File: config.mk
export PLATFORM = sky130hd
export DESIGN_NAME = alarm_indicator_driver
export DESIGN_NICKNAME = d
export VERILOG_FILES = /design/src/rtl/alarm_indicator_driver.sv
export SDC_FILE = /design/constraint.sdc
export NUM_CORES = 1
export LEC_CHECK = 0
export ABC_AREA = 1
export BUFFER_PORTS_ARGS = -buffer_cell sky130_fd_sc_hd__buf_2
export CELL_PAD_IN_SITES_DETAIL_PLACEMENT = 0
export CELL_PAD_IN_SITES_GLOBAL_PLACEMENT = 2
export CORE_ASPECT_RATIO = 0.6
export CORE_MARGIN = 5
export CORE_UTILIZATION = 34
export DETAILED_ROUTE_END_ITERATION = 12
export PLACE_DENSITY_LB_ADDON = 0.1
export SETUP_SLACK_MARGIN = 0.15
export SLEW_MARGIN = 20
export SYNTH_ARGS = -nofsm -noshare
export SYNTH_HDL_FRONTEND = slang
export SYNTH_SLANG_ARGS = --single-unit
File: constraint.sdc
create_clock -name clk_in -period 1.7 [get_ports clk_in]
set_input_delay 0.17 -clock clk_in [delete_from_list [all_inputs] [get_ports clk_in]]
set_output_delay 0.17 -clock clk_in [all_outputs]
set_load 0.05 [all_outputs]
File: src/rtl/alarm_indicator_driver.sv
// Alarm output stage: turns 1-cycle match/dismiss pulses into a blinking LED and a gated buzzer
// tone, with a ring timeout and a post-alarm re-trigger lockout.
module alarm_indicator_driver #(
   parameter int unsigned TICK_DIV          = 50_000_000,
   parameter int unsigned TONE_DIV          = 50_000,
   parameter int unsigned RING_HALF_PERIODS = 120,
   parameter int unsigned HOLD_HALF_PERIODS = 120
) (
   input  logic clk_in,
   input  logic rst,
   input  logic en,
   input  logic trigger,
   input  logic dismiss,
   output logic led,
   output logic buzzer,
   output logic active,
   output logic timeout_p
);

   localparam int unsigned HALF_MAX = (RING_HALF_PERIODS > HOLD_HALF_PERIODS) ?
                                      RING_HALF_PERIODS : HOLD_HALF_PERIODS;
   localparam int unsigned TICK_W   = $clog2(TICK_DIV);
   localparam int unsigned TONE_W   = (TONE_DIV > 1) ? $clog2(TONE_DIV) : 1;
   localparam int unsigned HALF_W   = $clog2(HALF_MAX + 1);

   typedef enum logic [1:0] {
      IDLE = 2'd0,
      RING = 2'd1,
      HOLD = 2'd2
   } state_e;

   state_e              state_q, state_d;
   logic [TICK_W-1:0]   tick_cnt_q, tick_cnt_d;
   logic [TONE_W-1:0]   tone_cnt_q, tone_cnt_d;
   logic [HALF_W-1:0]   half_cnt_q, half_cnt_d;
   logic                tone_q, tone_d;
   logic                led_q, led_d;
   logic                buzzer_q, buzzer_d;
   logic                active_q, active_d;
   logic                timeout_q, timeout_d;

   logic                tick_wrap, tone_wrap;
   logic [TICK_W-1:0]   tick_inc;
   logic [TONE_W-1:0]   tone_inc;
   logic [HALF_W-1:0]   half_inc;

   // State and output registers
   always_ff @(posedge clk_in or negedge rst) begin
      if (!rst) begin
         state_q    <= IDLE;
         tick_cnt_q <= '0;
         tone_cnt_q <= '0;
         half_cnt_q <= '0;
         tone_q     <= 1'b0;
         led_q      <= 1'b0;
         buzzer_q   <= 1'b0;
         active_q   <= 1'b0;
         timeout_q  <= 1'b0;
      end else begin
         state_q    <= state_d;
         tick_cnt_q <= tick_cnt_d;
         tone_cnt_q <= tone_cnt_d;
         half_cnt_q <= half_cnt_d;
         tone_q     <= tone_d;
         led_q      <= led_d;
         buzzer_q   <= buzzer_d;
         active_q   <= active_d;
         timeout_q  <= timeout_d;
      end
   end

   // Next state and outputs; every default clears counters and drives outputs low
   always_comb begin
      state_d    = state_q;
      tick_cnt_d = '0;
      tone_cnt_d = '0;
      half_cnt_d = '0;
      tone_d     = 1'b0;
      led_d      = 1'b0;
      buzzer_d   = 1'b0;
      active_d   = 1'b0;
      timeout_d  = 1'b0;

      tick_wrap = (tick_cnt_q == TICK_W'(TICK_DIV - 1));
      tone_wrap = (tone_cnt_q == TONE_W'(TONE_DIV - 1));
      tick_inc  = tick_cnt_q + TICK_W'(1);
      tone_inc  = tone_cnt_q + TONE_W'(1);
      half_inc  = half_cnt_q + HALF_W'(1);

      if (!en) begin
         state_d = IDLE;
      end else begin
         case (state_q)
            IDLE: begin
               if (trigger) begin
                  state_d  = RING;
                  led_d    = 1'b1;
                  active_d = 1'b1;
               end
            end
            RING: begin
               // Dismiss outranks the timeout, so a coincident final tick emits no pulse
               if (dismiss) begin
                  state_d = HOLD;
               end else if (tick_wrap && (half_inc == HALF_W'(RING_HALF_PERIODS))) begin
                  state_d   = HOLD;
                  timeout_d = 1'b1;
               end else begin
                  active_d   = 1'b1;
                  tick_cnt_d = tick_wrap ? '0 : tick_inc;
                  tone_cnt_d = tone_wrap ? '0 : tone_inc;
                  half_cnt_d = tick_wrap ? half_inc : half_cnt_q;
                  tone_d     = tone_wrap ? ~tone_q : tone_q;
                  led_d      = tick_wrap ? ~led_q : led_q;
                  buzzer_d   = tone_d & led_d;
               end
            end
            HOLD: begin
               if (tick_wrap && (half_inc == HALF_W'(HOLD_HALF_PERIODS))) begin
                  state_d = IDLE;
               end else begin
                  tick_cnt_d = tick_wrap ? '0 : tick_inc;
                  half_cnt_d = tick_wrap ? half_inc : half_cnt_q;
               end
            end
            default: begin
               state_d = IDLE;
            end
         endcase
      end
   end

   assign led       = led_q;
   assign buzzer    = buzzer_q;
   assign active    = active_q;
   assign timeout_p = timeout_q;

endmodule

Word-level counts from Yosys, hierarchy flattened
Index checks and enable logic that the tools add are counted.
{"block": "totals", "regBits": 56, "in_bits": 5, "out_inout_bits": 4, "wordCells": 70}
{"block": "op_classes", "add_sub_neg": 3, "eq_ne": 8, "muxes": 44, "n_bitwise": 3, "reduce_logical": 3}
{"operator": "$mux W26", "n": 4}
{"operator": "$mux W16", "n": 5}
{"operator": "$pmux W26 S2", "n": 1}
{"operator": "$mux W7", "n": 4}
{"operator": "$add A26 B1 Y26 const B", "n": 1}
{"operator": "$eq A26 B26 Y1 const B", "n": 1}
{"operator": "$mux W1", "n": 21}
{"operator": "$add A16 B1 Y16 const B", "n": 1}
{"operator": "$eq A16 B16 Y1 const B", "n": 1}
{"operator": "$pmux W7 S2", "n": 1}
{"operator": "$mux W2", "n": 5}
{"operator": "$add A7 B1 Y7 const B", "n": 1}
{"operator": "$eq A7 B7 Y1 const B", "n": 1}
{"operator": "$ne A3 B3 Y1 const B", "n": 2}
{"operator": "$pmux W2 S3", "n": 1}
{"operator": "$ne A4 B4 Y1 const B", "n": 1}
{"operator": "$pmux W1 S2", "n": 2}
{"operator": "$reduce_and A3 Y1", "n": 1}
{"operator": "$eq A2 B1 Y1 const B", "n": 1}
{"operator": "$eq A2 B2 Y1 const B", "n": 1}
{"operator": "$logic_not A2 Y1", "n": 1}
{"operator": "$not A1 Y1", "n": 2}
{"operator": "$and A1 B1 Y1", "n": 1}
{"operator": "$logic_and A1 B1 Y1", "n": 1}

Longest topological paths before layout
{"block": "logic_depth", "depth_word": 7, "depth_mapped": 12, "ltp_nobuf": 11}

Least setup slack after synthesis
No wires, ideal clock.
{"block": "synth_path", "path_kind": "reg2reg", "start": "register tick_cnt_q[0]", "end": "register tone_cnt_q[3]", "setup_ns": 0.126, "arrival_ns": 1.563, "t_required_ns": 1.574, "slack_ns": 0.011, "path_stages_with_launch": 10, "path_buffers": 1, "path_cell_list": "dfrtp_1 -> ha_1 -> nand3_2 -> nor2_4 -> nand2_4 -> nor2_4 -> nand3_2 -> o21ai_4 -> buf_6 -> nor3_2"}
{"block": "synth_via", "elab_chain_cells": 6}
{"element": "start: declaration", "line_no": "33", "source": "logic [TICK_W-1:0] tick_cnt_q, tick_cnt_d;"}
{"element": "start signal: assignment", "line_no": "61", "source": "tick_cnt_q <= tick_cnt_d;"}
{"element": "$eq A26 B26 Y1", "line_no": "84", "source": "tick_wrap = (tick_cnt_q == TICK_W'(TICK_DIV - 1));"}
{"element": "$logic_and A1 B1 Y1", "line_no": "105", "source": "end else if (tick_wrap && (half_inc == HALF_W'(RING_HALF_PERIODS))) begin"}
{"element": "$mux W16", "line_no": "105"}
{"element": "$mux W16", "line_no": "103", "source": "if (dismiss) begin"}
{"element": "$mux W16", "line_no": "93", "source": "case (state_q)"}
{"element": "$mux W16", "line_no": "90", "source": "if (!en) begin"}
{"element": "net tone_cnt_d[3]", "line_no": "34", "source": "logic [TONE_W-1:0] tone_cnt_q, tone_cnt_d;"}
{"element": "end signal: assignment", "line_no": "62", "source": "tone_cnt_q <= tone_cnt_d;"}
{"element": "end: declaration", "line_no": "34"}
The timed path passes the listed nets, and every way through them passes these cells.
A chain may end at the register's enable or synchronous reset.

Final worst setup path
{"block": "layout_path", "start": "register tick_cnt_q[1]", "end": "register tick_cnt_q[11]"}
{"block": "layout_via", "elab_chain_cells": 6, "word_cells_on_any_way": 8, "classes_between": "add/sub (1); eq/ne (1); mux (5); reduce/logical (1)"}
{"element": "$add A26 B1 Y26 / $eq A26 B26 Y1 (equally long branches)", "line_no": "86, 84"}
{"element": "$mux W26 / $logic_and A1 B1 Y1 (equally long branches)"}
{"element": "$mux W26 *", "line_no": "105, 119"}
{"element": "$mux W26", "line_no": "103"}
{"element": "$pmux W26 S2 *", "line_no": "93"}
{"element": "$mux W26 *", "line_no": "90"}
{"element": "net tick_cnt_d[11]", "line_no": "33"}
Mark *: on every way through the listed nets, which the timed path passes. The rest lies on a longest branch.

==> results.txt <==
Ant. Diodes -> 0
Area contributors post-synth -> dfrtp_1 (43%), nand2_1 (10%), nor2_1 (8.3%)
Crit Path Max Fanout -> 5
Crit Path Category -> reg -> reg
Fmax -> 0.5886 GHz
Drt pass-1 iters -> 5
Routed WL per cell -> 14.05 microns
Synth area leader -> dfrtp_1
Post-Route WL -> 8992 microns
Number of remaining DRC errors -> 0
H-tree level count -> 2
Max Slew Vio Count -> 0
Worst-Skew Late Latency -> 0.30 ns
Ys Warns -> 0
Flop2flop setup slack -> 0.001 ns
Max IR drop VDD -> 0.0003436 V
Start point of the critical path -> tick_cnt_q[1]
Synth top area share -> 42.83%
Worst setup SP type -> register
First-pass GRT wire length -> 14320 microns
Pwr dens -> 601.6 nW/um^2
Status -> complete, no violations
Root Driver -> clkbuf_16
Hold crit path type -> in -> reg
Post-synthesis instance total -> 417
Clock sinks -> 56
Worst slew margin -> 76.54%
Largest net degree at the start of global routing -> 33
# IOs -> 9
Tmin final -> 1.699 ns
Vias -> 2957
Worst Tran Pin Value -> 0.3519 ns
Die width -> 136.6 microns
Num rows -> 27
RePlAce Congestion -> 0.7983
Syn Nets -> 429
MaxCap Viol Count -> 0
Data required, critical path -> 1.89 ns
LEAKAGE -> 2.045 nW
Layout cell share with drive strength beyond 1 -> 40.00%
Hold path startpoint -> trigger
Buffers on Ports -> 8
Unrepaired setup endpoints after global routing -> yes
Num CTS Buffers -> 5
Syn avg cell area -> 7.846 sq um
GR Overflow Total -> 0
Die Area -> 11750 sq um
GR Util All Layers -> 15.79%
Antenna-violating nets left -> 0
Clock skew -> 0.008359 ns
Final period util -> 99.94%
# setup viols final -> 0
TritonCTS clock tree -> yes
Final Net Count -> 521
Register area share after synthesis -> 42.83%
Worst setup EP type -> register
Initial antenna violation count -> 0
Synthesized area -> 3272 sq um
Die H -> 85.99 microns
Clock-pin slew on the worst setup and hold paths -> 0.08 ns
Number of distinct library cells after synthesis -> 33
Filler cells -> 894
Initial DRC count -> 212
Hold Fails Final Rpt -> 0
DR vias/cell -> 4.620
Hpwl dp -> 6694 microns
Total power -> 0.002842 W
Initial Utilization -> 35.22%
Synthesized flop and latch total -> 56
Core Footprint -> 9290 sq um
Util after Layout -> 50.84%
Reg2reg start -> tick_cnt_q[1]
Buffer depth of the longest clock path -> 2
Syn-to-layout area delta -> 44.36%
Vias in the first global route -> 2701
Arrival time worst endpoint -> 1.89 ns
path summary, 6_finish.rpt:
| check | to | cells past startpoint |
|---|---|---|
| setup / recovery | tick_cnt_q[11] | 12 |
| hold / removal | state_q[0] | 3 |
| min in group asynchronous | tick_cnt_q[16] | 2 |
| hold reg to reg | tone_cnt_q[0] | 2 |
| setup reg to reg | tick_cnt_q[11] | 12 |
| max in group asynchronous | half_cnt_q[2] | 3 |
sequential cells by signal, summed over array words and instances, names as in the netlist:
register    flops
led             1
buzzer          1
half_cnt_q      7
tone_cnt_q     16
timeout_p       1
active          1
state_q         2
tick_cnt_q     26
tone_q          1
per-stage QoR:
step	setup slack (ns)	instances	TNS (ns)	cell area, sq um	hold WS [ns]
6_report	0.001002	640	0	4723	0.1585
4_1_cts	-0.04987	629	-0.8431	4319	0.1511
3_5_place_dp	-0.1404	613	-1.033	3968	0.1107
5_1_grt	-0.1032	640	-3.691	4723	0.1629
2_1_floorplan	0.01365	417	0	3283	-0.1256
3_3_place_gp	-0.1126	613	-0.4295	3968	0.1061
kinds of logic (layout without fill, tap and decap cells):
group                      after synthesis  count (layout)  synth area share, %
AOI/OAI and AO/OA                       22              22                4.054
xor gates and xnor gates                23              23                6.157
DFF                                     56              56                42.83
adders and majority gates                7               7                2.677
and+or+nand+nor                        253             253                37.29
buffers and inverters                   56             149                6.998
per-layer routing:
| metal | share of wire (%) | up-vias | GRT usage [%] |
|---|---|---|---|
| li1 | - | 1526 | - |
| met1 | 58 | 1364 | 27.52 |
| met2 | 36 | 55 | 18.45 |
| met3 | 5.1 | 12 | 3.165 |
| met4 | 1.3 | 0 | 3.751 |
| met5 | 0 | - | 0 |
critical path, cell delays in order (launching register included):
cell and delay, ns:
dfrtp_1 0.41, ha_4 0.17, nand3_4 0.07, nor2_4 0.11
nand2_4 0.09, nor2_4 0.15, nand2_2 0.09, inv_4 0.09
nor2_4 0.05, buf_12 0.13, buf_6 0.11, o21ai_4 0.05
a21oi_2 0.05
synth_stat cells, drive strengths merged:
cell type	instances
xnor2	5
nand2	95
or2	2
buf	4
nand3	30
dfrtp	56
o21ai	11
xor2	18
ha	7
nor3	27
nor4	3
nand4	9
nand3b	4
inv	52
o22ai	1
a21oi	8
nor2	78
a21boi	1
a41oi	1
nor3b	5
power by group:
group          leakage (nW)  total (W)  switching [W]  internal [W]
registers             0.777    0.00136      0.0000139       0.00135
logic                  1.20   0.000396       0.000218      0.000177
clock network        0.0701    0.00108       0.000495      0.000589
total                  2.05    0.00284       0.000728       0.00211
final cells by class:
class | count | area [sq um] | share of cell area, %
multi-input cells | 305 | 2013 | 42.62
flip-flops and latches | 56 | 1404 | 29.72
repair buffers | 89 | 793.3 | 16.79
inverters | 52 | 200.2 | 4.238
well taps | 130 | 162.7 | 3.444
clock buffers | 7 | 142.6 | 3.020
clock inverters | 1 | 7.507 | 0.1589
cells in the final DEF, fill, tap and decap left out, types with 2 or more instances in the layout:
cell type	count
nand4_1	9
nand3_4	3
nor3_1	12
clkbuf_16	6
buf_8	2
ha_4	3
nand2_1	77
xor2_1	17
a21oi_2	2
dfrtp_2	2
a21oi_1	6
nor2_2	26
nor2_4	10
inv_2	7
nor3_4	5
o21ai_4	3
nand3_2	8
inv_1	43
nand3b_1	4
buf_4	66
buf_6	4
nor3_2	10
ha_1	3
nand3_1	19
nand2_4	2
buf_12	6
xnor2_1	4
inv_4	2
nand2_2	16
nor4_1	2
dfrtp_1	54
o21ai_0	8
nor3b_2	4
buf_2	8
nor2_1	42
repair_timing:
item,4_1_cts,5_1_grt
pin swaps,14,25
hold endpoints to repair,11,0
gates cloned,1,1
hold buffers,1,0
setup buffers,6,10
setup endpoints to repair,55,56
resized for setup,27,76
Note: power is estimated with default switching activity, not from simulation.
